**src/rtl/vga_timing_gen.sv**
```systemverilog
// Raster counter plus pin-side output stage. Sync and blank are carried through a
// delay line so that they line up with renderer pixels returning PIPE_DELAY cycles late.
module vga_timing_gen #(
    parameter int unsigned H_ACTIVE   = 1024,
    parameter int unsigned H_FP       = 24,
    parameter int unsigned H_SYNC     = 136,
    parameter int unsigned H_BP       = 160,
    parameter int unsigned V_ACTIVE   = 768,
    parameter int unsigned V_FP       = 3,
    parameter int unsigned V_SYNC     = 6,
    parameter int unsigned V_BP       = 29,
    parameter int unsigned PIPE_DELAY = 3,
    parameter bit          SYNC_NEG   = 1'b1
) (
    input  logic        pixel_clk_in,
    input  logic        rst_in,
    output logic [10:0] hcount_out,
    output logic [9:0]  vcount_out,
    output logic        blank_out,
    output logic        frame_start_out,
    input  logic [11:0] pixel_in,
    output logic [11:0] vga_rgb_out,
    output logic        vga_hs_out,
    output logic        vga_vs_out
);

    localparam int unsigned H_TOTAL = H_ACTIVE + H_FP + H_SYNC + H_BP;
    localparam int unsigned V_TOTAL = V_ACTIVE + V_FP + V_SYNC + V_BP;

    // One bit wider than the counters so the sync-end sums cannot wrap.
    localparam logic [11:0] H_LAST   = 12'(H_TOTAL - 1);
    localparam logic [11:0] H_BLANK  = 12'(H_ACTIVE);
    localparam logic [11:0] HS_START = 12'(H_ACTIVE + H_FP);
    localparam logic [11:0] HS_END   = 12'(H_ACTIVE + H_FP + H_SYNC);
    localparam logic [10:0] V_LAST   = 11'(V_TOTAL - 1);
    localparam logic [10:0] V_BLANK  = 11'(V_ACTIVE);
    localparam logic [10:0] VS_START = 11'(V_ACTIVE + V_FP);
    localparam logic [10:0] VS_END   = 11'(V_ACTIVE + V_FP + V_SYNC);

    typedef struct packed {
        logic blank;
        logic hs;
        logic vs;
    } ctrl_t;

    localparam ctrl_t CTRL_IDLE = '{blank: 1'b1, hs: 1'b0, vs: 1'b0};

    logic [11:0] h_wide;
    logic [10:0] v_wide;
    logic [10:0] h_next;
    logic [9:0]  v_next;
    logic        blank_next;
    logic        frame_start_next;
    logic        hs_raw;
    logic        vs_raw;
    ctrl_t       pipe [PIPE_DELAY];
    ctrl_t       ctrl_last;

    assign h_wide    = {1'b0, hcount_out};
    assign v_wide    = {1'b0, vcount_out};
    assign ctrl_last = pipe[PIPE_DELAY-1];

    always_comb begin
        h_next = hcount_out + 11'd1;
        v_next = vcount_out;
        if (h_wide == H_LAST) begin
            h_next = '0;
            v_next = (v_wide == V_LAST) ? '0 : vcount_out + 10'd1;
        end
        blank_next       = ({1'b0, h_next} >= H_BLANK) || ({1'b0, v_next} >= V_BLANK);
        frame_start_next = (h_next == '0) && (v_next == '0);
        hs_raw           = (h_wide >= HS_START) && (h_wide < HS_END);
        vs_raw           = (v_wide >= VS_START) && (v_wide < VS_END);
    end

    always_ff @(posedge pixel_clk_in) begin
        if (rst_in) begin
            hcount_out      <= '0;
            vcount_out      <= '0;
            blank_out       <= 1'b0;
            frame_start_out <= 1'b1;
        end else begin
            hcount_out      <= h_next;
            vcount_out      <= v_next;
            blank_out       <= blank_next;
            frame_start_out <= frame_start_next;
        end
    end

    // Reset flushes every stage so no stale pixel can be released after reset.
    always_ff @(posedge pixel_clk_in) begin
        if (rst_in) begin
            for (int unsigned i = 0; i < PIPE_DELAY; i++) begin
                pipe[i] <= CTRL_IDLE;
            end
        end else begin
            pipe[0] <= '{blank: blank_out, hs: hs_raw, vs: vs_raw};
            for (int unsigned i = 1; i < PIPE_DELAY; i++) begin
                pipe[i] <= pipe[i-1];
            end
        end
    end

    always_ff @(posedge pixel_clk_in) begin
        if (rst_in) begin
            vga_rgb_out <= '0;
            vga_hs_out  <= SYNC_NEG;
            vga_vs_out  <= SYNC_NEG;
        end else begin
            vga_rgb_out <= ctrl_last.blank ? '0 : pixel_in;
            vga_hs_out  <= ctrl_last.hs ^ SYNC_NEG;
            vga_vs_out  <= ctrl_last.vs ^ SYNC_NEG;
        end
    end

endmodule

```
**config.mk**
```make
export PLATFORM = sky130hd
export DESIGN_NAME = vga_timing_gen
export DESIGN_NICKNAME = d
export VERILOG_FILES = /design/src/rtl/vga_timing_gen.sv
export SDC_FILE = /design/constraint.sdc
export NUM_CORES = 1
export LEC_CHECK = 0
export CAP_MARGIN = 20
export CORE_ASPECT_RATIO = 0.6
export CORE_MARGIN = 2
export CORE_UTILIZATION = 53
export CTS_CLUSTER_SIZE = 30
export DETAILED_ROUTE_END_ITERATION = 16
export PLACE_DENSITY = 0.85
export SYNTH_ARGS = -nofsm -noshare
export SYNTH_HDL_FRONTEND = slang
export SYNTH_SLANG_ARGS = --single-unit
```
**constraint.sdc**
```tcl
create_clock -name pixel_clk_in -period 5.3 [get_ports pixel_clk_in]
set_input_delay 0.53 -clock pixel_clk_in [delete_from_list [all_inputs] [get_ports pixel_clk_in]]
set_output_delay 0.53 -clock pixel_clk_in [all_outputs]
set_load 0.005 [all_outputs]
```
==> results.sh, run 1 <==
export IMPL_synth_fa_ha_area_share_pct=2.95
export IMPL_placed_area_um2=2630
export IMPL_cts_resized=0
export IMPL_max_stage_delay_ps=670
export IMPL_place_gp_congestion=0.926
export IMPL_busiest_layer="met2"
export IMPL_ys_ff_latch=46
export IMPL_fp_dieH_um=53.0
export IMPL_area_delta_synth_final_pct=28.2
export IMPL_core_area_um2=3740
export IMPL_slew_violations=0
export IMPL_io_pins=51
export IMPL_relSlewSlack_pct=42.4
export IMPL_synth_compound_area_share_pct=14.3
export IMPL_critPathRequiredTime_ps=5520
export IMPL_port_buffer_count=50
export IMPL_hold_start="pipe[0][6]"
export IMPL_setup_viol=0
export IMPL_worstSkewPairLatency_ps=310
export IMPL_final_min_clock_period_ps=2780
export IMPL_gr_usage_met3_pct=7.80
export IMPL_hold_viol_final=0
export IMPL_via_per_inst=5.67
export IMPL_path_clk_slew_ps=90
export IMPL_finalCritPeriodShare_pct=52.5
export IMPL_antenna_found_initial=0
export IMPL_antenna_cells=0
export IMPL_grt_ovfl_total=0
export IMPL_hold_ws_ps=383
export IMPL_routedWlPerCell_um=15.3
export IMPL_yosysUniqueCellTypes=52
export IMPL_netlist_area_leader_share_pct=43.4
export IMPL_routed_via_count=1911
export IMPL_end_kind="register"
export IMPL_synth_top_family_by_area="simple AND/OR/NAND/NOR gates"
export IMPL_first_pass_iters=5
export IMPL_critical_path_class="register to register"
export IMPL_start_util_pct=56.6
export IMPL_synthSimpleGateAreaFrac_pct=29.5
export IMPL_cts_sinks=46
export IMPL_rsz0062_at_grt="false"
export IMPL_cp_max_fo=10
export IMPL_num_rows=17
export IMPL_path_cells="ha_1, nand2_1, or4_1, nor3_1, mux2i_1, o2111ai_1, o41ai_2"
export IMPL_drc=0
export IMPL_clock_skew_ps=12.0
export IMPL_cts_tree="done"
export IMPL_drt_total_wl_um=5160
export IMPL_fmax_mhz=359
export IMPL_ir_drop_mv=0.161
export IMPL_yosysMostFrequentCell="dfxtp_1"
export IMPL_yosys_warnings=0
export IMPL_fin_tns_setup_ps=0
export IMPL_ys_top_cells_by_area="dfxtp_1, nand2_1, and2_1"
export IMPL_clockBufferDepth=2
export IMPL_grt_use_total_pct=23.6
export IMPL_p_leak_nw=0.913
export IMPL_layout_nets=308
export IMPL_r2r_start="hcount_out[0]"
export IMPL_stdcell_count=337
export IMPL_synth_edff_count=0
export IMPL_die_x_um=85.6
export IMPL_synth_fp_nets=264
export IMPL_synthMuxAreaShare_pct=0.945
export IMPL_holdBufCountCts=0
export IMPL_use_met1_pct=33.8
export IMPL_syn_cell_area_um2=2120
export IMPL_grt_pass1_vias=1591
export IMPL_grt_pass1_wl_um=8110
export IMPL_fin_area_um2=2720
export IMPL_synthArstFlopShare_pct=0
export IMPL_die_area_um2=4540
export IMPL_status="finished clean"
export IMPL_synth_common_cells="dfxtp_1, nand2_1, nor2_1"
export IMPL_cts_root_buffer="clkbuf_8"
export IMPL_start_kind="register"
export IMPL_crit_path_start="hcount_out[0]"
export IMPL_drive_gt1_share_pct=6.90
export IMPL_syn_avg_cell_area_um2=8.65
export IMPL_synth_xor_area_share_pct=4.13
export IMPL_crit_slowest_cell="or4_1"
export IMPL_nFillCells=276
export IMPL_synthCells=245
export IMPL_r2r_slack_ps=2520
export IMPL_h_tree_depth=2
export IMPL_grtUsageMet2_pct=34.2
export IMPL_hp_class="register to register"
export IMPL_drt_initial_drc_count=213
export IMPL_yosys_most_used_dff="dfxtp_1"
export IMPL_grt_max_degree=23
export IMPL_antenna_left=0
export IMPL_hpwl_um=3800
export IMPL_placed_cells=329
export IMPL_max_cap_viol_count=0
export IMPL_cellPowerDensity_nw_per_um2=222
export IMPL_postCtsSetupBuffers=0
export IMPL_cts_inserted_buffers=5
export IMPL_synth_largest_area_cell="dfxtp_1"
export IMPL_yosysSeqAreaShare_pct=43.4
export IMPL_worst_pin_slew_ps=856
export IMPL_arrival_ps=3000
layer usage:
metal  part of all wire [%]  vias to the layer above
met2                     41                       99
met5                      0                        -
met1                     49                      862
met4                    1.1                        0
li1                       -                      944
met3                    8.8                        6
kinds of logic (layout without fill, tap and decap cells):
group / Yosys count / in the layout
DFF: 46 / 46
xor gates and xnor gates: 10 / 10
AOI/OAI and AO/OA: 46 / 46
muxes: 2 / 2
adders and majority gates: 5 / 5
and+or+nand+nor: 113 / 113
buffers and inverters: 23 / 68
power breakdown:
group	switching [mW]	internal [mW]
sequential	0.00366	0.350
clock	0.125	0.0943
combinational	0.0112	0.0194
total	0.140	0.464
placed cells by master, fill, tap and decap left out, types with 5 or more instances in the layout:
master,count
dfxtp_1,46
nor2b_1,7
ha_1,5
nor2_1,20
a21oi_1,12
nor3_1,14
o21ai_0,12
clkdlybuf4s50_1,50
xnor2_1,5
xor2_1,5
and2_1,13
nand3_1,7
nand4_1,5
clkbuf_8,5
nand2_1,23
inv_1,8
flip-flops by register name (all words and copies together) (netlist names):
name and flops:
vcount_out 10, hcount_out 11, vga_rgb_out 12, pipe 9, vga_hs_out 1, frame_start_out 1, blank_out 1, vga_vs_out 1
per-stage QoR:
| step | setup WS [ps] | utilization (%) | power, mW |
|---|---|---|---|
| 2_1_floorplan | 2960 | - | 0.372 |
| 3_3_place_gp | 2670 | 70.1 | 0.392 |
| 3_5_place_dp | 2550 | 70.1 | 0.393 |
| 4_1_cts | 2520 | 72.6 | 0.605 |
| 5_1_grt | 2270 | 72.6 | 0.623 |
| 6_report | 2520 | 72.6 | 0.604 |
worst max-delay path, delay by kind of cell (launching register included):
family | cells | cell delay, ps
AOI/OAI and AO/OA | 2 | 580
adders and majority gates | 1 | 280
muxes | 1 | 260
and+or+nand+nor | 3 | 1150
DFF | 1 | 430
area by class of cell:
| type | count | area (um^2) | area share [%] |
|---|---|---|---|
| Tap cell | 47 | 58.8 | 2.16 |
| Sequential cell | 46 | 921 | 33.9 |
| Clock inverter | 3 | 23.8 | 0.875 |
| Timing Repair Buffer | 52 | 515 | 19.0 |
| Inverter | 8 | 30.0 | 1.10 |
| Clock buffer | 5 | 68.8 | 2.53 |
| Multi-Input combinational cell | 176 | 1100 | 40.5 |
worst paths after layout:
| check | endpoint | cells after the start |
|---|---|---|
| setup / recovery | frame_start_out | 7 |
| hold / removal | vga_vs_out | 1 |
| setup reg to reg | frame_start_out | 7 |
| hold reg to reg | vga_vs_out | 1 |
No activity file was read; power rests on OpenSTA's default activity.
==> run 2, diff against run 1 <==
--- a/config.mk
+++ b/config.mk
@@ -8,10 +8,10 @@
 export CAP_MARGIN = 20
 export CORE_ASPECT_RATIO = 0.6
 export CORE_MARGIN = 2
-export CORE_UTILIZATION = 53
+export CORE_UTILIZATION = 49
 export CTS_CLUSTER_SIZE = 30
 export DETAILED_ROUTE_END_ITERATION = 16
-export PLACE_DENSITY = 0.85
+export PLACE_DENSITY = 0.79
 export SYNTH_ARGS = -nofsm -noshare
 export SYNTH_HDL_FRONTEND = slang
 export SYNTH_SLANG_ARGS = --single-unit
==> constraint.sdc (replaced) <==
create_clock -name pixel_clk_in -period 2.8 [get_ports pixel_clk_in]
set_input_delay 0.28 -clock pixel_clk_in [delete_from_list [all_inputs] [get_ports pixel_clk_in]]
set_output_delay 0.28 -clock pixel_clk_in [all_outputs]
set_load 0.005 [all_outputs]
==> run 2 against run 1 <==
Fmax up 16%. First-iteration DRC count up 20%. Combinational power up 90%. Clock power up 85%. Sequential cell count unchanged. Die area up 7.7%. Clock skew down 3.9 ps. Final cell count up 5.9%. Power up 88%. Wire length down 0.50%. Non-clock buffer count up 7. Register-to-register slack worse by 2100 ps. Critical path type unchanged. Largest cell class unchanged. Largest power group unchanged.
==> results.sh, run 2 (synthesized netlist as in run 1, its figures left out) <==
export IMPL_status="finished clean"
export IMPL_r2r_start="hcount_out[0]"
export IMPL_final_common_cell="clkdlybuf4s50_1"
export IMPL_r2r_slack_ps=390
export IMPL_grt_pass1_vias=1694
export IMPL_largest_register_ffs=12
export IMPL_final_cell_mix="clkdlybuf4s50_1, dfxtp_1, nand2_1"
export IMPL_path_clk_slew_ps=90
export IMPL_regMostFlops="vga_rgb_out"
export IMPL_hold_depth=1
export IMPL_reg2reg_depth=7
export IMPL_drc=0
export IMPL_fin_total_pwr_mw=1.14
export IMPL_antenna_left=0
export IMPL_clockBufferDepth=2
export IMPL_hold_viol_final=0
export IMPL_cts_resized=0
export IMPL_place_gp_congestion=0.897
export IMPL_hp_class="register to register"
export IMPL_die_area_um2=4880
export IMPL_cts_sinks=46
export IMPL_nFillCells=325
export IMPL_antenna_found_initial=0
export IMPL_worst_pin_slew_ps=547
export IMPL_fp_dieH_um=54.9
export IMPL_start_kind="register"
export IMPL_drt_total_wl_um=5130
export IMPL_max_cap_viol_count=0
export IMPL_grt_ovfl_total=0
export IMPL_h_tree_depth=2
export IMPL_grt_max_degree=17
export IMPL_grt_use_total_pct=23.1
export IMPL_port_buffer_count=50
export IMPL_cts_root_buffer="clkbuf_8"
export IMPL_final_min_clock_period_ps=2410
export IMPL_finalCritPeriodShare_pct=86.0
export IMPL_worstSkewPairLatency_ps=300
export IMPL_reg_top3="vga_rgb_out: 12 flops, hcount_out: 11 flops, vcount_out: 10 flops"
export IMPL_hold_end="vga_hs_out"
export IMPL_num_rows=18
export IMPL_critPathRequiredTime_ps=3010
export IMPL_drt_initial_drc_count=255
export IMPL_start_util_pct=51.4
export IMPL_routed_via_count=1951
export IMPL_rsz0062_at_grt="false"
export IMPL_first_pass_iters=4
export IMPL_io_pins=51
export IMPL_routedWlPerCell_um=14.4
export IMPL_slew_violations=0
export IMPL_holdBufCountCts=0
export IMPL_via_per_inst=5.46
export IMPL_relSlewSlack_pct=63.4
export IMPL_cts_inserted_buffers=5
export IMPL_drive_gt1_share_pct=9.09
export IMPL_ir_drop_mv=0.248
export IMPL_setup_viol=0
export IMPL_postCtsSetupBuffers=0
export IMPL_placed_cells=349
export IMPL_layout_nets=315
export IMPL_die_x_um=88.9
export IMPL_worstReg2RegEnd="frame_start_out"
export IMPL_core_area_um2=4120
export IMPL_p_leak_nw=0.948
export IMPL_cp_max_fo=5
export IMPL_antenna_cells=0
export IMPL_critical_path_class="register to register"
export IMPL_fin_tns_setup_ps=0
export IMPL_arrival_ps=2620
export IMPL_area_delta_synth_final_pct=31.5
export IMPL_cts_tree="done"
export IMPL_fmax_mhz=415
export IMPL_clock_skew_ps=8.19
export IMPL_stdcell_count=357
export IMPL_grt_pass1_wl_um=8340
export IMPL_hold_start="pipe[0][7]"
export IMPL_hpwl_um=3740
export IMPL_end_kind="register"
export IMPL_cellPowerDensity_nw_per_um2=407
run 2: metal layers:
layer | GRT usage (%) | routed length, um | vias to the layer above
li1 | - | - | 962
met1 | 35.7 | 2530 | 895
met2 | 30.0 | 2050 | 86
met3 | 7.42 | 500 | 8
met4 | 6.06 | 53 | 0
met5 | 0 | 0 | -
run 2: critical path: stages, from the launching register on:
cell,delay [ps]
dfxtp_1,410
ha_1,270
nand2_1,90
or4_1,500
nor3_1,340
mux2i_1,230
o2111ai_1,140
o41ai_2,340
run 2: where the power goes:
part / total (mW) / internal [mW] / switching [mW]
logic: 0.0582 / 0.0375 / 0.0207
registers: 0.669 / 0.663 / 0.00615
clock network: 0.408 / 0.178 / 0.230
run 2: through the flow:
stage                     util (%)  hold WS [ps]  instance area, um^2  worst slack (ps)
after floorplan                  -           352                 2120               463
after global placement        65.4           356                 2690               509
after detailed placement      65.4           361                 2690               421
after CTS                     67.6           381                 2790               400
after global routing          67.6           406                 2790               208
final                         67.6           378                 2790               391
run 2: area by class of cell:
| type | instances | area [um^2] | share of cell area (%) |
|---|---|---|---|
| Inverter | 8 | 30.0 | 1.08 |
| Clock inverter | 3 | 23.8 | 0.853 |
| Tap cell | 60 | 75.1 | 2.69 |
| Clock buffer | 5 | 68.8 | 2.47 |
| Timing Repair Buffer | 59 | 568 | 20.4 |
| Multi-Input combinational cell | 176 | 1100 | 39.5 |
| Sequential cell | 46 | 921 | 33.0 |
run 2: how the worst max path moves through the flow:
| stage | slack [ps] | end | from | cells past startpoint |
|---|---|---|---|---|
| finish | 390 | frame_start_out | hcount_out[0] | 7 |
| floorplan | 460 | frame_start_out | hcount_out[0] | 8 |
| CTS | 400 | frame_start_out | hcount_out[8] | 6 |
| detailed placement | 420 | frame_start_out | hcount_out[0] | 7 |
| global route | 210 | frame_start_out | hcount_out[8] | 6 |
| global placement | 510 | frame_start_out | hcount_out[0] | 7 |
